==> src/rtl/data_mem_ctrl_pkg.sv <==
// Shared types for the memory-stage controller: op/writeback structs,
// FSM/size/error enums and the store-side byte-lane encoding helpers.
package data_mem_ctrl_pkg;

    localparam int unsigned cXLEN = 32;

    typedef struct packed {
        logic             read;
        logic             write;
        logic [cXLEN-1:0] addr;
        logic [cXLEN-1:0] data;
        logic [2:0]       opType;
        logic [4:0]       rdAddr;
    } tMemOp;

    typedef struct packed {
        logic             dv;
        logic [4:0]       rdAddr;
        logic [cXLEN-1:0] data;
    } tRegOp;

    typedef enum logic {
        eIdle,
        eReq
    } tMemCtrlState;

    typedef enum logic [1:0] {
        eByte = 2'b00,
        eHalf = 2'b01,
        eWord = 2'b10
    } tMemSize;

    typedef struct packed {
        logic             req;
        logic             we;
        logic [cXLEN-1:0] addr;
        logic [cXLEN-1:0] wdata;
        logic [3:0]       be;
    } tDataBusReq;

    typedef enum logic [1:0] {
        eErrNone    = 2'b00,
        eErrAlign   = 2'b01,
        eErrBus     = 2'b10,
        eErrTimeout = 2'b11
    } tMemErr;

    function automatic logic [3:0] busBe(input logic [1:0] size, input logic [1:0] addrLo);
        logic [3:0] be;
        be = 4'b1111;
        case (size)
            eByte:   be = 4'b0001 << addrLo;
            eHalf:   be = addrLo[1] ? 4'b1100 : 4'b0011;
            default: be = 4'b1111;
        endcase
        return be;
    endfunction

    function automatic logic [cXLEN-1:0] busWData(input logic [1:0] size, input logic [cXLEN-1:0] data);
        logic [cXLEN-1:0] wdata;
        wdata = data;
        case (size)
            eByte:   wdata = {4{data[7:0]}};
            eHalf:   wdata = {2{data[15:0]}};
            default: wdata = data;
        endcase
        return wdata;
    endfunction

endpackage

==> src/rtl/data_mem_ctrl_load_align.sv <==
// Combinational load aligner: picks the addressed byte/half out of a bus
// word and sign- or zero-extends it according to the load funct3.
module mem_load_align
    import data_mem_ctrl_pkg::*;
(
    input  logic [cXLEN-1:0] iBusRData,
    input  logic [1:0]       iAddr,
    input  logic [2:0]       iOpType,
    output logic [cXLEN-1:0] oData
);

    logic [7:0]  byteVal;
    logic [15:0] halfVal;

    always_comb begin
        byteVal = 8'h00;
        case (iAddr)
            2'd0: byteVal = iBusRData[7:0];
            2'd1: byteVal = iBusRData[15:8];
            2'd2: byteVal = iBusRData[23:16];
            default: byteVal = iBusRData[31:24];
        endcase
        halfVal = iAddr[1] ? iBusRData[31:16] : iBusRData[15:0];
    end

    always_comb begin
        oData = iBusRData;
        case (iOpType)
            3'b000: oData = {{24{byteVal[7]}}, byteVal};
            3'b001: oData = {{16{halfVal[15]}}, halfVal};
            3'b100: oData = {24'h000000, byteVal};
            3'b101: oData = {16'h0000, halfVal};
            default: oData = iBusRData;
        endcase
    end

endmodule

==> src/rtl/data_mem_ctrl.sv <==
// Memory-stage controller: sequences one load/store at a time onto a
// single-outstanding req/ack bus, with alignment checks and a req timeout.
module data_mem_ctrl
    import data_mem_ctrl_pkg::*;
#(
    parameter int unsigned pTimeout = 64
) (
    input  logic             iClk,
    input  logic             iRst,
    input  tMemOp            iMemOp,
    input  logic             iMemOpDv,
    input  logic             iFlush,
    output logic             oStall,
    output logic             oBusReq,
    output logic             oBusWe,
    output logic [cXLEN-1:0] oBusAddr,
    output logic [cXLEN-1:0] oBusWData,
    output logic [3:0]       oBusBe,
    input  logic             iBusAck,
    input  logic             iBusErr,
    input  logic [cXLEN-1:0] iBusRData,
    output tRegOp            oRegOp,
    output logic             oErr,
    output logic [1:0]       oErrCode
);

    localparam int unsigned cCntW = (pTimeout > 2) ? $clog2(pTimeout) : 1;
    localparam logic [cCntW-1:0] cCntLast = cCntW'(pTimeout - 1);

    tMemCtrlState     state;
    tMemCtrlState     stateNext;
    tDataBusReq       bus;
    tMemErr           errCode;
    logic [cCntW-1:0] cnt;
    logic [1:0]       addrLo;
    logic [2:0]       opType;
    logic [4:0]       rdAddr;
    logic             flushed;

    logic             accept;
    logic             opIllegal;
    logic             timeoutHit;
    logic [1:0]       size;
    logic [cXLEN-1:0] loadData;

    mem_load_align u_load_align (
        .iBusRData (iBusRData),
        .iAddr     (addrLo),
        .iOpType   (opType),
        .oData     (loadData)
    );

    always_comb begin
        size       = iMemOp.opType[1:0];
        accept     = (state == eIdle) && iMemOpDv && (iMemOp.read ^ iMemOp.write) && !iFlush;
        opIllegal  = (size == 2'b11)
                  || (iMemOp.write && iMemOp.opType[2])
                  || (size == eHalf && iMemOp.addr[0])
                  || (size == eWord && iMemOp.addr[1:0] != 2'b00);
        timeoutHit = (state == eReq) && !iBusAck && (cnt == cCntLast);
    end

    always_ff @(posedge iClk or posedge iRst) begin
        if (iRst) begin
            state <= eIdle;
        end else begin
            state <= stateNext;
        end
    end

    always_comb begin
        stateNext = state;
        case (state)
            eIdle: if (accept && !opIllegal) stateNext = eReq;
            eReq:  if (iBusAck || timeoutHit) stateNext = eIdle;
            default: stateNext = eIdle;
        endcase
    end

    always_comb begin
        oStall    = (state == eReq);
        oBusReq   = bus.req;
        oBusWe    = bus.we;
        oBusAddr  = bus.addr;
        oBusWData = bus.wdata;
        oBusBe    = bus.be;
        oErrCode  = errCode;
    end

    // Ack is checked before the terminal count so a last-cycle ack still completes.
    always_ff @(posedge iClk or posedge iRst) begin
        if (iRst) begin
            bus     <= '0;
            cnt     <= '0;
            addrLo  <= '0;
            opType  <= '0;
            rdAddr  <= '0;
            flushed <= 1'b0;
            oRegOp  <= '0;
            oErr    <= 1'b0;
            errCode <= eErrNone;
        end else begin
            oErr      <= 1'b0;
            oRegOp.dv <= 1'b0;

            if (accept) begin
                if (opIllegal) begin
                    oErr    <= 1'b1;
                    errCode <= eErrAlign;
                end else begin
                    bus.req   <= 1'b1;
                    bus.we    <= iMemOp.write;
                    bus.addr  <= {iMemOp.addr[cXLEN-1:2], 2'b00};
                    bus.be    <= busBe(size, iMemOp.addr[1:0]);
                    bus.wdata <= busWData(size, iMemOp.data);
                    cnt       <= '0;
                    addrLo    <= iMemOp.addr[1:0];
                    opType    <= iMemOp.opType;
                    rdAddr    <= iMemOp.rdAddr;
                    flushed   <= 1'b0;
                end
            end

            if (state == eReq) begin
                if (iFlush) begin
                    flushed <= 1'b1;
                end
                if (iBusAck) begin
                    bus.req <= 1'b0;
                    if (iBusErr) begin
                        oErr    <= 1'b1;
                        errCode <= eErrBus;
                    end else if (!bus.we) begin
                        oRegOp <= '{dv:     (rdAddr != 5'd0) && !flushed && !iFlush,
                                    rdAddr: rdAddr,
                                    data:   loadData};
                    end
                end else if (timeoutHit) begin
                    bus.req <= 1'b0;
                    oErr    <= 1'b1;
                    errCode <= eErrTimeout;
                end else begin
                    cnt <= cnt + 1'b1;
                end
            end
        end
    end

endmodule

==> config.mk <==
export PLATFORM = sky130hd
export DESIGN_NAME = data_mem_ctrl
export DESIGN_NICKNAME = d
export VERILOG_FILES = /design/src/rtl/data_mem_ctrl_pkg.sv /design/src/rtl/data_mem_ctrl_load_align.sv /design/src/rtl/data_mem_ctrl.sv
export SDC_FILE = /design/constraint.sdc
export NUM_CORES = 1
export LEC_CHECK = 0
export CAP_MARGIN = 20
export CORE_ASPECT_RATIO = 2
export CORE_MARGIN = 10
export CORE_UTILIZATION = 45
export DETAILED_ROUTE_END_ITERATION = 7
export HOLD_SLACK_MARGIN = 0.06
export PLACE_DENSITY = 0.78
export SLEW_MARGIN = 30
export SYNTH_ARGS = -nofsm -noshare
export SYNTH_HDL_FRONTEND = slang
export SYNTH_SLANG_ARGS = --single-unit
==> constraint.sdc <==
create_clock -name iClk -period 5.5 [get_ports iClk]
set_input_delay 1.375 -clock iClk [delete_from_list [all_inputs] [get_ports iClk]]
set_output_delay 1.375 -clock iClk [all_outputs]
set_load 0.05 [all_outputs]
==> metrics, run 1 <==
outcome finished clean; synthesized area 6080 sq um; Hold Crit Endpoint oRegOp[3]; hold slack 0.481 ns; P&R area growth vs syn 47.9%; RR Endpoint oRegOp[14]; final slew viol count 0; most frequent CP cell buf_4; width of the chip 102 microns; EDFF count, synth 0; crit-path max cell delay 0.64 ns; max cap viols 0; Final Cycle Share a little over three fifths; Leak 3.80 nW; Max Root-Sink Buffers 2; postcts setup bufs 0; fraction of power consumed by sequential logic a little under a third; WP data arrival 3.73 ns; clk sinks 127; via count approximately 5300; Int Power 2.80 mW; I/O pins 224; wire per inst 21.6 microns; final setup violation count 0; RSZ-0062 raised after global routing no; skew final 0.00916 ns; Initial Util 45.5%; DRT Wirelength 20500 microns; Syn Inst Count slightly below 600; Distinct cells, synth 45; Power Density roughly 550 nW/um^2; Yosys top cell area share a little over half; First DRT Iteration DRCs 230; row count 60; slowest stage cell, crit path or2_1; CTS Buf Count 17; WP buf/inv 3; largest net degree at the start of global routing 74; CTS clock-pin slew for the worst setup and hold paths ~0.06 ns; Sw Share 43.5%; routed vias/inst 5.51; grt total ovfl 0; Final Wtd Congestion 0.874; Fin. Hold Viols 0; Comb pwr share a little under half; CTS Hold Bufs 0; root buf cell clkbuf_16; PostCTS Resize Cnt 0; critical-path cell list clkdlybuf4s50_1, buf_4, a21oi_1, o21ai_2, buf_4, or2_1, mux2_2; Setup TNS 0 ns; antenna violations before repair 0; Mapped Avg Cell Area 10.5 sq um; Slew @ Worst Pin 0.911 ns; Top delay family on crit path buffers and inverters; Residual DRC 0; internal reg-to-reg setup slack ~3.1 ns; clk_lat worst skew 0.41 ns; register bit count reported by yosys 127; NumNets Final 897; core area 13400 sq um; relative slew slack 39.1%; CP max FO 31; CTS H-tree lvls 4; Peak supply drop 342 uV; Main synth FF type dfrtp_1; Final HPWL DP 15500 microns; startpoint of the worst hold path oRegOp[3]; clock group share of total power 23.1%; top cells by area, synth dfrtp_1 (52%), mux2_2 (15%), o21ai_0 (6.2%), nand2_1 (5.4%), mux2i_1 (4.4%); reg2reg path depth 4; hold depth 2; number of global-route vias before repair 5764; Worst setup SP type primary input; global-route wire length before repair 31800 microns; Crit Path Category in -> reg; CTS tree built; sequential area share after synthesis between 50% and 60%; port bufs 221; Fmax achieved 290 MHz; fill cell count 1041; Hold Crit Class reg -> reg; fin crit period 3.44 ns; Die Y roughly 180 microns; DRT antenna net count 0; Sw Pwr 2.15 mW; yosys warns 0; worst endpoint required time roughly 5.8 ns; Synth area leader dfrtp_1; Async SR Flop Fraction 100%; Total GRT Usage ~22%; Worst R2R Start addrLo[1]; drt pass-1 iters 5; die area 18800 sq um; share of cells above drive strength 1 between 15 and 20%; CP endpoint kind register
## how the worst max path moves through the flow
stage	from	to	depth (start not counted)
2_1_floorplan	iRst	addrLo[0]	1
3_3_place_gp	iMemOp[6]	oBusWData[2]	7
3_5_place_dp	iMemOp[6]	oBusWData[7]	7
4_1_cts	iMemOp[6]	oBusWData[7]	7
5_1_grt	iMemOp[6]	oBusWData[2]	7
6_report	iMemOp[6]	oBusWData[0]	7
## cell type report
class	count	area (sq um)	share of cell area [%]
well taps	155	194	2.16
clock inverters	10	136	1.52
diodes	1	2.50	0.0279
clock buffers	22	464	5.17
repair buffers	229	2280	25.4
inverters	7	31.3	0.348
multi-input cells	402	2690	30.0
flip-flops and latches	127	3180	35.4
## layer usage
| layer | track usage, % | wire [microns] | vias up |
|---|---|---|---|
| met1 | 21.4 | 6810 | 2569 |
| li1 | - | - | 2414 |
| met2 | 40.3 | 11500 | 226 |
| met4 | 10.3 | 765 | 0 |
| met5 | 0 | 0 | - |
| met3 | 7.05 | 1470 | 43 |
## cell families after synthesis
| logic type | share of synthesized area [%] |
|---|---|
| compound gates | 10.3 |
| xor+xnor | 0.144 |
| fa+ha+maj | 0.206 |
| buf+inv | 3.67 |
| flops | 52.3 |
| mux | 19.5 |
| other cells | 0.0617 |
| simple gates | 13.9 |
## worst min-delay path: cells and delay by family (launching register included)
family          cells  cell delay, ns
compound gates      1            0.06
flops               1            0.34
simple gates        1            0.04
## stage by stage
stage | worst slack (ns) | utilization (%) | area (sq um) | power [mW] | cells
2_1_floorplan | 0.741 | - | 6080 | 2.94 | 578
3_3_place_gp | 1.70 | 62.6 | 8370 | 3.79 | 920
3_5_place_dp | 1.68 | 62.7 | 8380 | 3.83 | 920
4_1_cts | 2.11 | 67.2 | 8980 | 5.00 | 952
5_1_grt | 1.95 | 67.2 | 8980 | 5.16 | 952
6_report | 2.06 | 67.2 | 8980 | 4.95 | 953
## registers in the layout, indices dropped and copies added (netlist names)
| name | cells |
|---|---|
| oStall | 1 |
| addrLo | 2 |
| oBusAddr | 30 |
| oBusReq | 1 |
| cnt | 6 |
| oBusWData | 32 |
| oErrCode | 2 |
| rdAddr | 5 |
| oRegOp | 38 |
| flushed | 1 |
| oBusBe | 4 |
| opType | 3 |
| oErr | 1 |
| oBusWe | 1 |
## cell usage in the layout, fill, tap and decap left out, types with 3 or more instances in the layout
cell type | netlist | routed
o21ai_0 | 75 | 75
and2_1 | 9 | 9
bufinv_16 | 0 | 3
clkbuf_16 | 0 | 17
clkinvlp_4 | 0 | 3
nand2b_1 | 10 | 10
nor2_1 | 24 | 23
clkinv_2 | 0 | 3
a21oi_1 | 5 | 5
clkdlybuf4s50_1 | 0 | 221
buf_4 | 2 | 7
nor2b_1 | 6 | 5
mux2_2 | 79 | 79
clkbuf_1 | 23 | 3
a22o_1 | 3 | 3
mux2i_1 | 27 | 27
dfrtp_1 | 127 | 127
inv_1 | 7 | 6
nand3_1 | 19 | 19
a22oi_1 | 7 | 7
nor3_1 | 18 | 18
nand2_1 | 88 | 88
## power by group through the flow
stage | Combinational (mW) | Clock [mW] | Sequential, mW
floorplan | 0.509 | 0 | 2.43
global placement | 2.30 | 0 | 1.49
detailed placement | 2.33 | 0 | 1.50
CTS | 2.34 | 1.16 | 1.49
global route | 2.43 | 1.20 | 1.54
finish | 2.32 | 1.14 | 1.49
## synth_stat cells (2+ instances only)
cell / instances
dfrtp_1: 127
nand2_1: 88
mux2_2: 79
o21ai_0: 75
mux2i_1: 27
nor2_1: 24
clkbuf_1: 23
nand3_1: 19
nor3_1: 18
buf_2: 13
nand2b_1: 10
and2_1: 9
a22oi_1: 7
inv_1: 7
nor2b_1: 6
a21oi_1: 5
a22o_1: 3
and3_1: 2
buf_1: 2
buf_4: 2
buf_6: 2
o211ai_1: 2
o21ai_1: 2
o21bai_1: 2
o22ai_1: 2
or2_2: 2
(Power assumes the default switching activity.)
==> inputs of run 2 (changes only) <==
CORE_UTILIZATION = 41   (was 45)
PLACE_DENSITY = 0.75   (was 0.78)
clock period = 2.9 ns   (was 5.5 ns; I/O delays follow)
==> run 2 against run 1 <==
Worst setup slack got worse by 1.6 ns. Critical path type is now reg -> out. Design area increased by 1.7%. Sequential share of layout area decreased by 0.61 points. Register-to-register slack got worse by 2.1 ns. Clock power increased by 89%. Total power increased by 89%. Highest routed layer unchanged. Worst hold slack got worse by 0.0022 ns. Count of clock-buffer cells in the layout decreased by 5. Sequential power increased by 85%. Clock skew increased by 0.0010 ns. Flip-flop and latch count unchanged. Non-clock buffer count increased by 11. Largest cell class unchanged.
==> metrics, run 2 (synthesis results as in run 1) <==
First DRT Iteration DRCs ~150; Final HPWL DP between 15000 and 20000 microns; WP buf/inv 1; die area around 20000 sq um; P&R area growth vs syn 50.4%; total power 9.38 mW; row count just over 60; Final Cycle Share 83.1%; root buf cell clkbuf_16; grt total ovfl 0; final slew viol count 0; share of cells above drive strength 1 17.6%; Worst setup SP type register; RSZ-0062 raised after global routing no; largest net degree at the start of global routing 80; width of the chip 106 microns; Die Y 192 microns; Inst Count DP 968; placed instance area 8540 sq um; CP endpoint kind output port; Crit Path Category reg -> out; postcts setup bufs 0; CTS H-tree lvls 4; worst setup margin around 0.49 ns; Peak supply drop 598 uV; Power Density 1030 nW/um^2; antenna violations before repair 0; Final Core Density 63.3%; Reg with most FFs oRegOp; Leak 3.86 nW; clk_lat worst skew 0.41 ns; Total GRT Usage 19.5%; relative slew slack about half; via count 5268; critical-path cell list clkdlybuf4s50_1; max cap viols 0; core area 14400 sq um; final non-filler cell total 1000; Max Root-Sink Buffers 2; pre-CTS WS approximately 0.21 ns; worst endpoint required time 2.17 ns; commonest non-fill, non-tap cell in the layout clkdlybuf4s50_1; PostCTS Resize Cnt 0; port bufs between 200 and 250; Residual DRC 0; ANT cells 0; Hold Crit Class reg -> reg; max FFs per register 38; CTS clock-pin slew for the worst setup and hold paths ~0.060 ns; Fin. Hold Viols 0; outcome finished clean; final setup violation count 0; crit-path max cell delay 0.86 ns; I/O pins about 220; Fmax achieved 415 MHz; Slew @ Worst Pin 0.755 ns; Initial Util between 40% and 50%; Setup TNS 0 ns; DRT antenna net count 0; Final Wtd Congestion roughly 0.91; drt pass-1 iters 5; NumNets Final 908; clk sinks about 130; wire per inst 20.0 microns; slowest stage cell, crit path clkdlybuf4s50_1; fin crit period between 2 and 2.5 ns; DRT Wirelength 20000 microns; WP data arrival 1.68 ns; CTS tree built; routed vias/inst 5.27; commonest cells after routing, fill and taps aside clkdlybuf4s50_1 (221), dfrtp_1 (127), nand2_1 (88), mux2_2 (79), o21ai_0 (75); CTS Buf Count 17; CTS Hold Bufs 0; Top delay family on crit path buffers and inverters; CP max FO 4; hold slack 0.479 ns; skew final slightly above 0.01 ns; global-route wire length before repair about 31000 microns; Finished Cell Area 9140 sq um; number of global-route vias before repair 5726
[run 2: cell count changes in the layout (fill, tap and decap cells not counted), sizes merged]
cell | previous run | this run
buf | 8 | 19
bufinv | 3 | 2
clkbuf | 22 | 17
clkinv | 4 | 3
clkinvlp | 3 | 4
diode | 1 | 0
inv | 7 | 13
[run 2: layout make-up]
| type | count | area, sq um |
|---|---|---|
| fill | 1211 | 5290 |
| sequential | 127 | 3180 |
| clock inverter | 15 | 175 |
| clock buffer | 17 | 425 |
| multi-input combinational | 402 | 2690 |
| tap | 192 | 240 |
| inverter | 7 | 30.0 |
| timing repair buffer | 240 | 2400 |
[run 2: worst reg2reg max path, cell delays in order, from the launching register on]
cell and delay (ns):
dfrtp_1 0.54, nand2b_1 0.44, a21oi_1 0.54, o21ai_0 0.17, o21ai_0 0.19
[run 2: metal layers]
layer | up-vias | GRT usage, % | wire length [microns]
met3 | 45 | 7.32 | 1590
met2 | 227 | 35.1 | 10800
met1 | 2554 | 19.0 | 6740
li1 | 2442 | - | -
met4 | 0 | 10.0 | 881
met5 | - | 0 | 0
[run 2: path summary, 6_finish.rpt]
kind,start,endpoint,slack [ns],cells past startpoint
setup / recovery,oBusWe,oBusWe,0.49,1
hold / removal,oRegOp[0],oRegOp[0],0.48,2
setup reg to reg,opType[0],oRegOp[4],0.92,4
hold reg to reg,oRegOp[0],oRegOp[0],0.48,2
max in group asynchronous,iRst,oBusAddr[11],1.52,3
min in group asynchronous,iRst,oBusWData[7],0.65,2
[run 2: power breakdown]
| part | internal (mW) | switching (mW) |
|---|---|---|
| clock | 1.29 | 0.863 |
| sequential | 2.37 | 0.391 |
| combinational | 1.55 | 2.90 |
